File: src/rtl/sm_pkg.sv
// Shared definitions for the sm_param stack machine: opcode and status
// encodings plus the controller state type.
package sm_pkg;

    // Opcodes carried in the top three instruction bits.
    localparam logic [2:0] OP_PUSH = 3'b000;
    localparam logic [2:0] OP_ADD  = 3'b001;
    localparam logic [2:0] OP_SUB  = 3'b010;
    localparam logic [2:0] OP_MUL  = 3'b011;
    localparam logic [2:0] OP_DUP  = 3'b100;
    localparam logic [2:0] OP_SWAP = 3'b101;
    localparam logic [2:0] OP_POP  = 3'b110;
    localparam logic [2:0] OP_END  = 3'b111;

    // Status reported alongside every executed instruction.
    localparam logic [2:0] ERR_OK    = 3'd0;
    localparam logic [2:0] ERR_UNDER = 3'd1;
    localparam logic [2:0] ERR_OVER  = 3'd2;
    localparam logic [2:0] ERR_ARITH = 3'd3;

    // Controller: executing the program, or finished until the next reset.
    typedef enum logic {
        S_RUN  = 1'b0,
        S_DONE = 1'b1
    } state_t;

endpackage

File: src/rtl/sm_alu.sv
// Combinational arithmetic unit of the stack machine: a op b for ADD/SUB/MUL
// with signed-overflow detection. The stored value on overflow is the
// truncated result by default, or a saturated bound when SM_SAT_EN is defined.
module sm_alu
    import sm_pkg::*;
#(
    parameter int DATA_W = 20
) (
    input  logic signed [DATA_W-1:0] a,
    input  logic signed [DATA_W-1:0] b,
    input  logic        [2:0]        op,
    output logic signed [DATA_W-1:0] result,
    output logic                     ovf
);

`ifdef SM_SAT_EN
    localparam logic signed [DATA_W-1:0] SAT_MAX = {1'b0, {(DATA_W-1){1'b1}}};
    localparam logic signed [DATA_W-1:0] SAT_MIN = {1'b1, {(DATA_W-1){1'b0}}};
`endif

    logic signed [DATA_W:0]     sum_w;    // one guard bit holds the true add/sub result
    logic signed [2*DATA_W-1:0] prod_w;   // full-width product
    logic        [DATA_W:0]     prod_hi;  // bits that must all agree for the product to fit
    logic signed [DATA_W-1:0]   wrapped;

    // Compute the exact result, its truncation and whether it fits in DATA_W bits.
    always_comb begin
        // NOTE: every signal written here is given a default first, so no path leaves one unassigned and no latch is inferred.
        sum_w   = '0;
        prod_w  = '0;
        prod_hi = '0;
        wrapped = '0;
        ovf     = 1'b0;
        case (op)
            OP_ADD: begin
                sum_w   = (DATA_W+1)'(a) + (DATA_W+1)'(b);
                wrapped = sum_w[DATA_W-1:0];
                ovf     = sum_w[DATA_W] ^ sum_w[DATA_W-1];
            end
            OP_SUB: begin
                sum_w   = (DATA_W+1)'(a) - (DATA_W+1)'(b);
                wrapped = sum_w[DATA_W-1:0];
                ovf     = sum_w[DATA_W] ^ sum_w[DATA_W-1];
            end
            OP_MUL: begin
                prod_w  = (2*DATA_W)'(a) * (2*DATA_W)'(b);
                prod_hi = prod_w[2*DATA_W-1:DATA_W-1];
                wrapped = prod_w[DATA_W-1:0];
                ovf     = !((prod_hi == '0) || (prod_hi == '1));
            end
            default: ;
        endcase

`ifdef SM_SAT_EN
        // Clamp toward the sign of the exact result.
        result = wrapped;
        if (ovf) begin
            if ((op == OP_MUL) ? prod_w[2*DATA_W-1] : sum_w[DATA_W])
                result = SAT_MIN;
            else
                result = SAT_MAX;
        end
`else
        result = wrapped;
`endif
    end

endmodule

File: src/rtl/sm_param.sv
// sm_param: parametrised stack machine. Fetches one instruction per cycle at
// `pc`, executes it against an internal LIFO of DEPTH signed words and reports
// result/status one cycle later with a d_valid strobe. Saturating arithmetic
// overflow is selected by defining SM_SAT_EN (handled inside sm_alu).
module sm_param
    import sm_pkg::*;
#(
    parameter int IMM_W  = 10,
    parameter int DATA_W = 20,
    parameter int DEPTH  = 8,
    parameter int PC_W   = 10
) (
    input  logic                     clk,
    input  logic                     rst_n,
    input  logic [IMM_W+2:0]         instr,
    output logic [PC_W-1:0]          pc,
    output logic                     d_valid,
    output logic signed [DATA_W-1:0] out_data,
    output logic [2:0]               err_code,
    output logic                     fin
);

    localparam int SP_W = $clog2(DEPTH);

    // The stack pointer counts entries 0..DEPTH, so it is one bit wider than an index.
    localparam logic [SP_W:0]   SP_ZERO = '0;
    localparam logic [SP_W:0]   SP_ONE  = (SP_W+1)'(1);
    localparam logic [SP_W:0]   SP_TWO  = (SP_W+1)'(2);
    localparam logic [SP_W:0]   SP_FULL = (SP_W+1)'(DEPTH);
    localparam logic [SP_W-1:0] IDX_ONE = SP_W'(1);
    localparam logic [SP_W-1:0] IDX_TWO = SP_W'(2);
    localparam logic [PC_W-1:0] PC_ONE  = PC_W'(1);
    localparam logic [PC_W-1:0] PC_LAST = '1;

    // Architectural state.
    state_t                    state_q, state_d;
    logic [PC_W-1:0]           pc_q, pc_d;
    logic [SP_W:0]             sp_q, sp_d;
    logic signed [DATA_W-1:0]  stack_q [DEPTH];

    // Registered report.
    logic                      d_valid_q, d_valid_d;
    logic signed [DATA_W-1:0]  out_data_q, out_data_d;
    logic [2:0]                err_q, err_d;

    // Two stack write ports: SWAP updates two entries in one cycle.
    logic                      wr0_en, wr1_en;
    logic [SP_W-1:0]           wr0_idx, wr1_idx;
    logic signed [DATA_W-1:0]  wr0_data, wr1_data;

    // Instruction decode.
    logic [2:0]                opcode;
    logic signed [IMM_W-1:0]   imm;
    logic signed [DATA_W-1:0]  imm_ext;

    assign opcode  = instr[IMM_W+2:IMM_W];
    assign imm     = instr[IMM_W-1:0];
    assign imm_ext = DATA_W'(imm);  // signed cast sign-extends

    // Entry addressing relative to the stack pointer; only read when occupied.
    logic [SP_W-1:0]           push_idx, top_idx, nxt_idx;
    logic signed [DATA_W-1:0]  top_val, nxt_val;

    assign push_idx = sp_q[SP_W-1:0];
    assign top_idx  = sp_q[SP_W-1:0] - IDX_ONE;
    assign nxt_idx  = sp_q[SP_W-1:0] - IDX_TWO;
    assign top_val  = stack_q[top_idx];
    assign nxt_val  = stack_q[nxt_idx];

    // Arithmetic on next (a) and top (b).
    logic signed [DATA_W-1:0]  alu_res;
    logic                      alu_ovf;

    sm_alu #(
        .DATA_W (DATA_W)
    ) u_alu (
        .a      (nxt_val),
        .b      (top_val),
        .op     (opcode),
        .result (alu_res),
        .ovf    (alu_ovf)
    );

    // Next-state, stack-update and report logic for one instruction.
    always_comb begin
        state_d    = state_q;
        pc_d       = pc_q;
        sp_d       = sp_q;
        d_valid_d  = 1'b0;
        out_data_d = '0;
        err_d      = ERR_OK;
        wr0_en     = 1'b0;
        wr0_idx    = push_idx;
        wr0_data   = '0;
        wr1_en     = 1'b0;
        wr1_idx    = nxt_idx;
        wr1_data   = '0;

        if (state_q == S_RUN) begin
            d_valid_d = 1'b1;
            // The last address finishes the program instead of wrapping to 0.
            if (pc_q == PC_LAST)
                state_d = S_DONE;
            else
                pc_d = pc_q + PC_ONE;

            case (opcode)
                OP_PUSH: begin
                    if (sp_q == SP_FULL) begin
                        err_d = ERR_OVER;
                    end else begin
                        wr0_en     = 1'b1;
                        wr0_idx    = push_idx;
                        wr0_data   = imm_ext;
                        sp_d       = sp_q + SP_ONE;
                        out_data_d = imm_ext;
                    end
                end
                OP_ADD, OP_SUB, OP_MUL: begin
                    if (sp_q < SP_TWO) begin
                        err_d = ERR_UNDER;
                    end else begin
                        // Result replaces 'next'; 'top' is dropped.
                        wr0_en     = 1'b1;
                        wr0_idx    = nxt_idx;
                        wr0_data   = alu_res;
                        sp_d       = sp_q - SP_ONE;
                        out_data_d = alu_res;
                        err_d      = alu_ovf ? ERR_ARITH : ERR_OK;
                    end
                end
                OP_DUP: begin
                    if (sp_q == SP_ZERO) begin
                        err_d = ERR_UNDER;
                    end else if (sp_q == SP_FULL) begin
                        err_d = ERR_OVER;
                    end else begin
                        wr0_en     = 1'b1;
                        wr0_idx    = push_idx;
                        wr0_data   = top_val;
                        sp_d       = sp_q + SP_ONE;
                        out_data_d = top_val;
                    end
                end
                OP_SWAP: begin
                    if (sp_q < SP_TWO) begin
                        err_d = ERR_UNDER;
                    end else begin
                        wr0_en     = 1'b1;
                        wr0_idx    = top_idx;
                        wr0_data   = nxt_val;
                        wr1_en     = 1'b1;
                        wr1_idx    = nxt_idx;
                        wr1_data   = top_val;
                        out_data_d = nxt_val;
                    end
                end
                OP_POP: begin
                    if (sp_q == SP_ZERO) begin
                        err_d = ERR_UNDER;
                    end else begin
                        sp_d       = sp_q - SP_ONE;
                        out_data_d = top_val;
                    end
                end
                OP_END: begin
                    state_d    = S_DONE;
                    out_data_d = (sp_q == SP_ZERO) ? '0 : top_val;
                end
                default: ;
            endcase
        end
    end

    // Controller state, program counter, stack pointer and report registers.
    always_ff @(posedge clk or negedge rst_n) begin
        if (!rst_n) begin
            state_q    <= S_RUN;
            pc_q       <= '0;
            sp_q       <= '0;
            d_valid_q  <= 1'b0;
            out_data_q <= '0;
            err_q      <= ERR_OK;
        end else begin
            // NOTE: sequential state uses non-blocking assignment so every register samples pre-edge values.
            state_q    <= state_d;
            pc_q       <= pc_d;
            sp_q       <= sp_d;
            d_valid_q  <= d_valid_d;
            out_data_q <= out_data_d;
            err_q      <= err_d;
        end
    end

    // Stack storage writes.
    // NOTE: the entries are not reset; the stack pointer alone decides which are live.
    always_ff @(posedge clk) begin
        if (wr0_en)
            stack_q[wr0_idx] <= wr0_data;
        if (wr1_en)
            stack_q[wr1_idx] <= wr1_data;
    end

    assign pc       = pc_q;
    assign d_valid  = d_valid_q;
    assign out_data = out_data_q;
    assign err_code = err_q;
    assign fin      = (state_q == S_DONE);

endmodule

File: config.mk
export PLATFORM = sky130hd
export DESIGN_NAME = sm_param
export DESIGN_NICKNAME = d
export VERILOG_FILES = /design/src/rtl/sm_pkg.sv /design/src/rtl/sm_alu.sv /design/src/rtl/sm_param.sv
export SDC_FILE = /design/constraint.sdc
export NUM_CORES = 2
export LEC_CHECK = 0
export BUFFER_PORTS_ARGS = -buffer_cell sky130_fd_sc_hd__buf_2
export CORE_MARGIN = 10
export CORE_UTILIZATION = 60
export DETAILED_ROUTE_END_ITERATION = 7
export PLACE_DENSITY_LB_ADDON = 0.12
export SLEW_MARGIN = 20
export SYNTH_ARGS = -nofsm -noshare
export SYNTH_HDL_FRONTEND = slang
export SYNTH_SLANG_ARGS = --single-unit
File: constraint.sdc
create_clock -name clk -period 9.7 [get_ports clk]
set_input_delay 0.485 -clock clk [delete_from_list [all_inputs] [get_ports clk]]
set_output_delay 0.485 -clock clk [all_outputs]
set_load 0.01 [all_outputs]
==> flow_summary.toml <==
[logic_synthesis]
synthXorXnorAreaFrac_pct = 1.98
synthTopCellsByArea = "fa_1 (30%), edfxtp_1 (17%), ha_1 (6.9%)"
ys_seq_elements = 198
yosys.area_share.simple_pct = 12.4
syn-instance-count = 2932
synth_top_family_by_area = "adder cells"
yosysWarningCount = 0
syn_area_um2 = 28300
synth.distinct_cells = 78
synthAdderAreaFrac_pct = 36.8
synth_top_flop_cell = "edfxtp_1"
synth_nets = 3526
synth_compound_area_share_pct = 12.7
synth.avg_cell_area_um2 = 9.65
synth.mux.area_fraction_pct = 8.10
yosysTopAreaCellShare_pct = 29.9
synth-async-reset-ratio_pct = 19.2
synth_edf_count = 160
yosysSeqAreaShare_pct = 20.3
yosys.area.top_type = "fa_1"

[die]
num_rows = 79
start_util_pct = 60.8
dieArea_um2 = 56200
io-pin-count = 50
die_w_um = 237
die_h_um = 237
coreArea_um2 = 46600

[clock_network]
cts-root-buf = "clkbuf_16"
clock_sinks = 198
clk_latency_ns = 0.47
cts_tree = "built"
clk_pin_slew_ns = 0.08
clk_path_buf_depth = 2
numCtsBuffers = 17
cts.htree.levels = 4

[routing]
drc_errors = 0
drt-initial-drc-count = 2923
drt-total-wl_um = 96300
dr.pass1.iters = 6
vias = 23900
wire_per_inst_um = 26.7
via_per_inst = 6.62
ant_nets = 0

[setup_path]
rr_worst_depth = 31
end_kind = "register"
crit_type = "register to register"
r2r-start = "sp_q[0]"
crit_path_start_kind = "register"
r2r_setup_slack_ns = 0.17
crit_path_top_delay_cell = "fa_1"
path_max_fanout = 21
critPathLaunch = "sp_q[0]"
endpoint = "err_code[1]"
critPathMostFrequentCell = "fa_1"
r2r-end = "err_code[1]"
cp.required_ns = 10.02
max_stage_delay_ns = 0.57
critPathArrivalTime_ns = 9.85

[finish]
drive_above_1_share_pct = 13.2
nets = 3576
syn2layout_area_growth_pct = 9.06
layout_commonest_cell = "fa_1"
multi_input_area_um2 = 20600
utilization_pct = 66.3
ff_latch_area_um2 = 5760
nFillCells = 3731
final_cell_mix = "fa_1 (422), nand2_1 (416), inv_1 (379)"

[placement]
preCtsSetupSlack_ns = 0.0804
gp_congestion = 0.999
dp_hpwl_um = 75400
numPortBuffers = 48

[sta]
timing.slew.headroom_pct = 27.2
fmax_ghz = 0.105
fin_skew_ns = 0.0215
tightest_slew_ns = 1.09
finalHoldWorstSlack_ns = 0.0520
min_period_ns = 9.53
post-route-period-util_pct = 98.3
slew_violations = 0
timing.final.ws_setup_ns = 0.167
setup_viol = 0
hold_viol = 0

[pwr]
total_power_mw = 1.70
p_leak_nw = 13.8
p_per_area_nw_per_um2 = 55.0
peakVddDrop_mv = 0.184

[min_path]
hp-class = "input pin to asynchronous set/reset pin"

[grt]
grt_first_pass_wirelength_um = 145000
grt_pass1_vias = 23900
grt_start_max_net_pins = 62
grt-ovfl-total = 0
antenna_found_initial = 4
grt_usage_pct = 33.9

[job]
maxCapViolations = 0

[status]
outcome = "completed"
[flip-flops by register name (all words and copies together), names as in the netlist]
name	cells
d_valid	1
out_data	20
stack_q	160
err_code	2
sp_q	4
pc	10
fin	1
[how the worst min path moves through the flow]
stage                  endpoint  cells past startpoint
floorplan               d_valid                      0
global placement          pc[6]                      1
finish              err_code[1]                      1
CTS                 err_code[1]                      1
global route            sp_q[0]                      1
detailed placement        pc[8]                      1
[layer usage]
metal	part of all wire, %	up-vias	track usage, %	routed length (um)
li1	-	9926	-	-
met1	38	11900	45.4	36200
met2	45	1714	50.9	43300
met3	12	346	7.77	11500
met4	5.6	0	17.6	5380
met5	0	-	0	0
[kinds of logic after synthesis]
family	count (synthesis)
AO/OA/AOI/OAI	558
buffers and inverters	572
AND/OR/NAND/NOR	832
XOR/XNOR	64
flip-flops	198
other	1
multiplexers	128
adder cells (fa/ha/maj)	579
[synthesized netlist by cell type (all sizes together), types with 24 or more instances]
library cell  number
ha               156
inv              383
a21oi            108
buf               28
o21ai            185
nor2             249
nand2b            29
fa               423
edfxtp           160
dfrtp             38
a221oi            24
mux2i             41
nor3              27
clkbuf           150
a211oi            29
a21o              25
xnor2             42
o22ai             56
nand2            417
mux4              80
[area by class of cell]
| cell class | count | share of cell area [%] |
|---|---|---|
| Timing Repair Buffer | 209 | 5.37 |
| Tap cell | 607 | 2.46 |
| Multi-Input combinational cell | 2162 | 66.8 |
| Sequential cell | 198 | 18.7 |
| Inverter | 394 | 4.85 |
| Clock buffer | 20 | 1.42 |
| Clock inverter | 12 | 0.418 |
| Antenna cell | 6 | 0.0487 |
[per-stage QoR]
stage / cells / instance area [um2] / TNS (ns)
3_5_place_dp: 3556 / 30000 / 0
3_3_place_gp: 3556 / 30000 / 0
4_1_cts: 3588 / 30600 / 0
5_1_grt: 3604 / 30800 / -0.0537
2_1_floorplan: 2932 / 28300 / 0
6_report: 3608 / 30800 / 0
[where the power goes]
part	internal, mW	total, mW	switching [mW]	leakage, nW
Clock	0.380	0.714	0.334	0.267
Sequential	0.906	0.906	0	1.61
Combinational	0.0212	0.0759	0.0547	11.9
Total	1.31	1.70	0.389	13.8
[worst max-delay path: cells and delay by family (launching register included)]
kind                     cells  cell delay (ns)
AO/OA/AOI/OAI                2             0.42
multiplexers                 2             0.61
adder cells (fa/ha/maj)      9             4.18
flip-flops                   1             0.45
buffers and inverters        8             1.19
AND/OR/NAND/NOR             10             2.49
[repair_timing]
action / 4_1_cts / 5_1_grt
gates resized for setup: 0 / 37
setup endpoints to repair: 0 / 18
hold buffers: 0 / 0
buffers inserted: 0 / 13
hold endpoints to repair: 0 / 0
No activity file was read; power rests on OpenSTA's default activity.
